<file path="config.mk">
export PLATFORM = sky130hd
export DESIGN_NAME = mem_stage_ctrl
export DESIGN_NICKNAME = d
export VERILOG_FILES = /design/src/rtl/mem_stage_ctrl.sv
export SDC_FILE = /design/constraint.sdc
export NUM_CORES = 1
export LEC_CHECK = 0
export ABC_AREA = 0
export CAP_MARGIN = 20
export CORE_MARGIN = 3
export CORE_UTILIZATION = 31
export CTS_BUF_LIST = sky130_fd_sc_hd__clkbuf_8
export DETAILED_ROUTE_END_ITERATION = 10
export PLACE_DENSITY = 0.72
export RECOVER_POWER = 50
export SLEW_MARGIN = 20
export SYNTH_ARGS = -nofsm -noshare
export SYNTH_HDL_FRONTEND = slang
export SYNTH_SLANG_ARGS = --single-unit
</file>
<file path="constraint.sdc">
create_clock -name clk -period 3.2 [get_ports clk]
set_clock_uncertainty 0.1 [all_clocks]
set_input_delay 0.64 -clock clk [delete_from_list [all_inputs] [get_ports clk]]
set_output_delay 0.64 -clock clk [all_outputs]
set_load 0.005 [all_outputs]
</file>
<file path="src/rtl/mem_stage_ctrl.sv">
// MEM-stage controller: runs the data-memory handshake for the load/store held in EX/MEM,
// aligns load/store data to byte lanes and generates the global pipeline advance strobe.
module mem_stage_ctrl #(
    parameter int CNT_W = 32
) (
    input  logic             clk,
    input  logic             rst,
    input  logic             mem_read_req,
    input  logic             mem_write_req,
    input  logic [2:0]       funct3,
    input  logic [31:0]      addr,
    input  logic [1:0]       bit_shift,
    input  logic [3:0]       mbe_in,
    input  logic [31:0]      wdata_in,
    input  logic             imem_ready,
    output logic             dmem_read,
    output logic             dmem_write,
    output logic [31:0]      dmem_address,
    output logic [31:0]      dmem_wdata,
    output logic [3:0]       dmem_mbe,
    input  logic             dmem_resp,
    input  logic [31:0]      dmem_rdata,
    output logic             pipe_load,
    output logic [31:0]      load_data,
    output logic             misaligned,
    output logic [CNT_W-1:0] stall_cycles,
    output logic [1:0]       state_dbg
);

    typedef enum logic [1:0] {
        IDLE   = 2'd0,
        ACCESS = 2'd1,
        HOLD   = 2'd2
    } state_t;

    state_t      state, state_nx;
    logic [31:0] hold_data;
    logic        req, is_word, is_half, mis, legal;
    logic        strobe, pl, latch;
    logic [31:0] ld_src, ld_shifted, ld_ext;

    // Handshake: a legal request is held steady by EX/MEM until pipe_load advances it;
    // dmem_resp is a single-cycle pulse that completes the outstanding strobe.
    assign req     = mem_read_req | mem_write_req;
    assign is_word = (funct3[1:0] == 2'b10);
    assign is_half = (funct3[1:0] == 2'b01);
    assign mis     = req && ((is_word && (bit_shift != 2'd0)) || (is_half && (bit_shift == 2'd3)));
    assign legal   = req && !mis;

    always_comb begin
        state_nx = state;
        strobe   = 1'b0;
        pl       = 1'b0;
        latch    = 1'b0;
        case (state)
            IDLE, ACCESS: begin
                if (!legal) begin
                    pl       = (state == IDLE) ? imem_ready : 1'b0;
                    state_nx = IDLE;
                end else begin
                    strobe = 1'b1;
                    if (!dmem_resp) begin
                        state_nx = ACCESS;
                    end else if (imem_ready) begin
                        pl       = 1'b1;
                        state_nx = IDLE;
                    end else begin
                        latch    = 1'b1;
                        state_nx = HOLD;
                    end
                end
            end
            HOLD: begin
                pl = imem_ready;
                if (imem_ready) state_nx = IDLE;
            end
            default: state_nx = IDLE;
        endcase
    end

    always_ff @(posedge clk) begin
        if (rst) begin
            state        <= IDLE;
            hold_data    <= 32'd0;
            stall_cycles <= '0;
        end else begin
            state <= state_nx;
            if (latch) hold_data <= dmem_rdata;
            // Only dmem-caused stalls count; HOLD waits are purely on the fetch side.
            if (legal && !pl && (state != HOLD)) stall_cycles <= stall_cycles + 1'b1;
        end
    end

    assign ld_src     = (state == HOLD) ? hold_data : dmem_rdata;
    assign ld_shifted = ld_src >> {bit_shift, 3'b000};

    always_comb begin
        ld_ext = ld_shifted;
        case (funct3)
            3'b000:  ld_ext = {{24{ld_shifted[7]}}, ld_shifted[7:0]};
            3'b001:  ld_ext = {{16{ld_shifted[15]}}, ld_shifted[15:0]};
            3'b100:  ld_ext = {24'd0, ld_shifted[7:0]};
            3'b101:  ld_ext = {16'd0, ld_shifted[15:0]};
            default: ld_ext = ld_shifted;
        endcase
    end

    assign dmem_write   = !rst && strobe && mem_write_req;
    assign dmem_read    = !rst && strobe && !mem_write_req;
    assign dmem_address = addr;
    assign dmem_wdata   = wdata_in << {bit_shift, 3'b000};
    assign dmem_mbe     = dmem_write ? mbe_in : (dmem_read ? 4'b1111 : 4'b0000);
    assign pipe_load    = !rst && pl;
    assign load_data    = legal ? ld_ext : 32'd0;
    assign misaligned   = !rst && mis && (state == IDLE);
    assign state_dbg    = state;

endmodule

</file>
==> results of run 1 <==
-- routing by layer --
| layer | track usage, % | vias to the layer above |
|---|---|---|
| met5 | 0 | - |
| met4 | 4.120 | 4 |
| met3 | 7.316 | 37 |
| met2 | 32.80 | 242 |
| met1 | 23.98 | 2352 |
| li1 | - | 2518 |
-- state kept, by name, indices dropped and copies added, names as in the netlist --
register,count
hold_data,32
state_dbg,2
stall_cycles,32
-- cell usage in the layout (no fill, tap or decap), types with 9 or more instances in the layout --
cell	count
dfxtp_1	64
nor2b_1	11
buf_4	53
nor2_1	58
and2_1	9
buf_2	11
clkdlybuf4s50_1	137
clkbuf_8	12
o21ai_0	31
xnor2_1	19
a211oi_1	10
mux2i_1	48
or3_1	9
nand2_1	106
inv_1	11
dlygate4sd2_1	16
a21oi_1	58
-- where the power goes --
part / leakage (nW) / total [mW] / internal [mW] / switching [mW]
clock: 0.110 / 0.734 / 0.415 / 0.318
sequential: 0.535 / 0.855 / 0.843 / 0.0128
combinational: 2.34 / 0.701 / 0.383 / 0.318
total: 2.99 / 2.29 / 1.64 / 0.650
-- area by class of cell --
class / instances / area (um^2) / share of cell area [%]
clock inverter: 3 / 38.79 / 0.5378
tap: 180 / 225.2 / 3.123
sequential: 66 / 1324 / 18.36
inverter: 10 / 37.54 / 0.5205
timing repair buffer: 252 / 2411 / 33.43
multi-input combinational: 475 / 3010 / 41.74
clock buffer: 12 / 165.2 / 2.290
-- worst reg2reg max path: stages, from the launching register on --
cell       delay, ns
dfxtp_2         0.33
nand2b_4        0.16
buf_4           0.13
bufbuf_16       0.31
nand4_1         0.14
or4b_1          0.68
or3_1           0.39
a21oi_1         0.13
-- kinds of logic (layout without fill, tap and decap cells) --
logic type | after synthesis | in the layout | share of synthesized area, %
AND/OR/NAND/NOR | 264 | 264 | 27.92
AO/OA/AOI/OAI | 133 | 133 | 16.73
buffers and inverters | 85 | 277 | 9.798
flip-flops | 66 | 66 | 28.82
multiplexers | 56 | 56 | 12.45
XOR/XNOR | 21 | 21 | 4.012
adder cells (fa/ha/maj) | 1 | 1 | 0.2729
-- metrics by stage --
| stage | setup WS, ns | power (mW) | hold WS, ns |
|---|---|---|---|
| 4_1_cts | -0.1013 | 2.275 | 0.3542 |
| 3_3_place_gp | -0.5413 | 1.508 | 0.3390 |
| 3_5_place_dp | -0.5679 | 1.512 | 0.3456 |
| 2_1_floorplan | 0.09171 | 1.164 | 0.3320 |
| 6_report | -0.02123 | 2.291 | 0.3535 |
| 5_1_grt | -0.1062 | 2.396 | 0.3669 |
-- path summary, 6_finish.rpt --
| kind | endpoint | slack [ns] | cells after the start |
|---|---|---|---|
| worst max-delay path | load_data[5] | -0.02 | 7 |
| worst min-delay path | hold_data[11]$_SDFFE_PP0P_ | 0.35 | 2 |
| worst max register to register | stall_cycles[30]$_SDFFE_PP0P_ | 0.76 | 7 |
| worst min register to register | hold_data[11]$_SDFFE_PP0P_ | 0.35 | 2 |
-- repair_timing --
item                                    in CTS  in global routing
hold endpoints to repair                     0                  0
setup buffers                               10                  8
cloned                                       2                  2
resized for setup                          108                 45
hold buffers                                 0                  0
endpoints found under the setup margin      39                 36
pin swaps                                    8                  5
==> metrics, run 1 <==
total setup violations reported at the end of the flow 1; worst ir drop on vdd 206.6 uV; standard cell core area 14,150 um^2; f_max 310.4 MHz; pin count of the biggest net entering global routing 57; path type of the worst min-delay path reg2reg; routability-driven placement congestion ratio 0.8872; worst rel slew slack 73.90%; CTS clock-pin slew for the worst setup and hold paths 0.06 ns; effective utilization at floorplan 32.40%; Syn Std Cell Area 4584 um^2; TritonCTS Buffers 9; number of DRC violations after detailed routing 0; uppermost layer routed met5; start point of the critical path state_dbg[0]$_SDFFE_PP0P_; DIE HEIGHT 127.6 um; final net count 926; wire length of the first global-routing pass 25.36 mm; Ports 249; Vias per Instance 5.163; estimated wirelength of the detail-placed design 12.11 mm; Iter 0 DRT Violations 370; critical-path maximum fanout 19; clock root buffer clkbuf_8; routed metal-1 wire length 6.828 mm; count of synthesis-stage warnings from yosys 0; minimum clock period after layout 3.221 ns; largest cells by area after synthesis dfxtp_1 29%, mux2i_1 10%, nand2_1 8.7%; area of placed instances 6626 um^2; DRT Wirelength 17.04 mm; data required time at the worst endpoint 2.46 ns; most frequent cells after synthesis 106 x nand2_1, 66 x dfxtp_1, 64 x a21oi_1, 64 x nor2_1, 48 x mux2i_1; final-layout fill cell count 1,341; Worst Hold Launch hold_data[11]$_SDFFE_PP0P_; Worst Setup Path Type reg2out; Unique masters post-synth 46; endpoint kind of the worst setup timing path primary output; Total Die Area 16,280 um^2; clock latency at the later pin of the worst-skew pair 0.36 ns; library cell with the highest instance count after synthesis nand2_1; share of final-layout standard cells stronger than drive strength 1 17.36%; violations in the final reports setup timing; Critical Path AT 2.48 ns; Routed WL per cell 17.08 um; crit-path max cell delay 0.52 ns; vias in the first global route 4,771; Area growth syn-to-layout 57.31%; Critical Path Start Type flop; Die X 127.6 um; Worst path slowest cell clkdlybuf4s50_1; post-layout instance area 7212 um^2; total instance count after detailed placement 962; beginning of the worst register-to-register path state_dbg[0]$_SDFFE_PP0P_; CP Buf/Inv Count 3; category of cells accounting for the largest share of critical-path delay buffers and inverters; synthesized instance count 626; Core Util, Final 50.97%; RSZ-0062 raised after global routing true; Avg Synthesized Cell Area 7.323 um^2; grt total ovfl 0; drt pass-1 iters 5; initial antenna violation count 2; max cap viols 0; P per Cell Area 317.6 nW/um^2; global-route total usage across every layer 19.53%; count of final max-slew check failures 0; register area share after synthesis 28.82%; Met2 Routed Length 8.204 mm; worst-case setup margin in the final layout -0.02123 ns; wire length on met3 1.675 mm; clock tree from TritonCTS done; final period utilization 100.7%; slew of the pin with the lowest slew margin 0.3807 ns; worst path cell trace nand2b_4, buf_4, bufbuf_16, mux2i_1, a211o_1, a21oi_2, clkdlybuf4s50_1; share of async-settable or async-resettable flops after synthesis 0%; final cell count without fillers 998; count of antenna-violating nets left after detailed routing 0; fraction of synthesized cell area taken by the top area cell type 28.82%; Max Root-Sink Buffers 2; outcome complete, but fails checks; top_reg_cell synth dfxtp_1; Setup TNS -0.02123 ns; net count after synthesis 738; count of input and output buffers 184; register bit total from synthesis 66; number of clock sinks 66; Post-synth EDFFs 0; total number of vias 5,153; P_leak 2.989 nW; library cell occupying the most area in the post-synthesis netlist dfxtp_1; final hold vios 0; number of rows in the core area 43; number of H-tree branching levels 3; Antenna Diode Count 0
Note: power is estimated with default switching activity, not from simulation.
==> inputs of run 2 (changes only) <==
Settings changed: CORE_ASPECT_RATIO set to 1.25, GPL_TIMING_DRIVEN set to 0.
==> metrics, run 2 (synthesis results as in run 1) <==
outcome finished clean; worst-case setup margin in the final layout 0.04070 ns; Die X 114.8 um; f_max 316.5 MHz; clock tree from TritonCTS done; Critical Path Start Type flop; worst rel slew slack 27.48%; estimated wirelength of the detail-placed design 15.13 mm; final cell count without fillers 1,059; number of rows in the core area 49; TritonCTS Buffers 9; clock latency at the later pin of the worst-skew pair 0.35 ns; critical path's most frequent cell buf_4; Routed WL per cell 18.68 um; number of clock sinks 66; crit-path max cell delay 0.36 ns; grt total ovfl 0; DRT Wirelength 19.78 mm; initial antenna violation count 8; endpoint kind of the worst setup timing path primary output; total instance count after detailed placement 1,020; Iter 0 DRT Violations 320; Worst Hold Launch hold_data[0]$_SDFFE_PP0P_; DIE HEIGHT 142.0 um; routability-driven placement congestion ratio 0.9000; destination of the worst hold path hold_data[0]$_SDFFE_PP0P_; Worst path slowest cell mux2i_2; Total Die Area 16,290 um^2; final hold vios 0; cell count along the critical path 10; clock root buffer clkbuf_8; P per Cell Area 303.9 nW/um^2; drt pass-1 iters 5; worst ir drop on vdd 234.1 uV; Ports 249; max cap viols 0; Hold Path Depth 2; most common library cell in the layout ignoring fill and taps nand2_1; final period utilization 98.73%; standard cell core area 14,410 um^2; P_leak 3.227 nW; beginning of the worst register-to-register path state_dbg[1]$_SDFFE_PP0P_; worst path cell trace buf_6, nand2b_4, buf_8, buf_4, mux2i_2, mux2i_1, buf_4, nand2_1, a21oi_1, dlygate4sd2_1; effective utilization at floorplan 31.82%; minimum clock period after layout 3.159 ns; total number of vias 5,587; worst setup slack after placement -1.572 ns; Area growth syn-to-layout 66.98%; count of final max-slew check failures 0; Worst Setup Path Type reg2out; commonest non-fill, non-tap cells in the layout 105 x nand2_1, 101 x clkdlybuf4s50_1, 67 x dlygate4sd3_1; final net count 986; critical-path maximum fanout 10; wire length of the first global-routing pass 29.77 mm; Max Root-Sink Buffers 2; data required time at the worst endpoint 2.46 ns; pin count of the biggest net entering global routing 12; category of cells accounting for the largest share of critical-path delay buffers and inverters; count of input and output buffers 216; CTS clock-pin slew for the worst setup and hold paths 0.08 ns; Vias per Instance 5.276; count of antenna-violating nets left after detailed routing 0; vias in the first global route 5,416; Reg2Reg Capture Point stall_cycles[30]$_SDFFE_PP0P_; number of DRC violations after detailed routing 0; path type of the worst min-delay path reg2reg; number of H-tree branching levels 3; share of final-layout standard cells stronger than drive strength 1 20.14%; number of hold buffers added after CTS 0; global-route total usage across every layer 23.27%; Worst R2R Setup Slack 0.49 ns; slew of the pin with the lowest slew margin 1.073 ns; Critical Path AT 2.42 ns; length in cells of the worst reg-to-reg path 8; CP Buf/Inv Count 5; total setup violations reported at the end of the flow 0
==> run 2: cell count changes in the layout (fill, tap and decap cells not counted), sizes merged, moves of 2 or more <==
cell           change
dlygate4sd2        +7
diode              +2
buf                +8
dlymetal6s2s       -4
dlygate4sd3       +67
clkinvlp           +2
clkbuf            +21
clkdlybuf4s15      -5
clkdlybuf4s50     -36
==> run 2: timing repair <==
action                                 in CTS  in global routing
endpoints found under the hold margin       0                  0
resized for setup                         228                 21
buffers inserted                           24                  2
pin swaps                                  16                  7
setup endpoints to repair                  72                 28
==> run 2: worst max path at each step <==
stage	startpoint	end	slack, ns
6_report	state_dbg[1]$_SDFFE_PP0P_	load_data[2]	0.04
5_1_grt	bit_shift[0]	load_data[26]	-0.006
4_1_cts	bit_shift[0]	dmem_mbe[2]	-0.04
3_5_place_dp	bit_shift[0]	load_data[28]	-1.57
3_3_place_gp	bit_shift[0]	load_data[28]	-1.57
2_1_floorplan	bit_shift[0]	load_data[28]	0.09
==> run 2: metrics by stage <==
step / hold WS [ns] / instance area [um^2] / setup TNS [ns] / util, % / power, mW
6_report: 0.3544 / 7655 / 0 / 53.13 / 2.327
5_1_grt: 0.3659 / 7650 / -0.005554 / 53.10 / 2.424
4_1_cts: 0.3544 / 7649 / -0.07654 / 53.09 / 2.345
3_5_place_dp: 0.3440 / 6975 / -98.26 / 48.42 / 1.567
3_3_place_gp: 0.3385 / 6969 / -96.98 / 48.37 / 1.562
2_1_floorplan: 0.3320 / 4584 / 0 / - / 1.164
==> run 2: power breakdown <==
part           total [mW]  internal [mW]  leakage [nW]  switching (mW)
logic               0.766          0.409          2.59           0.357
clock network       0.706          0.352        0.0976           0.354
registers           0.855          0.841         0.535          0.0135
==> run 2: final cells by class <==
cell class | count | area, um^2
Tap cell | 178 | 222.7
Antenna cell | 2 | 5.005
Fill cell | 1422 | 6753
Clock inverter | 7 | 62.56
Buffer | 71 | 524.3
Clock buffer | 9 | 123.9
Inverter | 10 | 37.54
Timing Repair Buffer | 241 | 2240
Multi-Input combinational cell | 475 | 3113
Sequential cell | 66 | 1326
==> run 2: worst register-to-register path, cell delays in order (launching register included) <==
cell and delay (ns):
dfxtp_2 0.35, buf_6 0.11, buf_4 0.16, nand3b_1 0.19
nand4_1 0.41, or4b_1 0.65, buf_2 0.19, or3_1 0.35
a21oi_1 0.13
==> run 2: per-layer routing <==
layer	GRT usage (%)	part of all wire (%)	routed length (um)
met1	26.01	36	7219
met2	41.18	50	9800
met3	9.528	12	2366
met4	5.377	1.6	316
met5	0	0.40	80
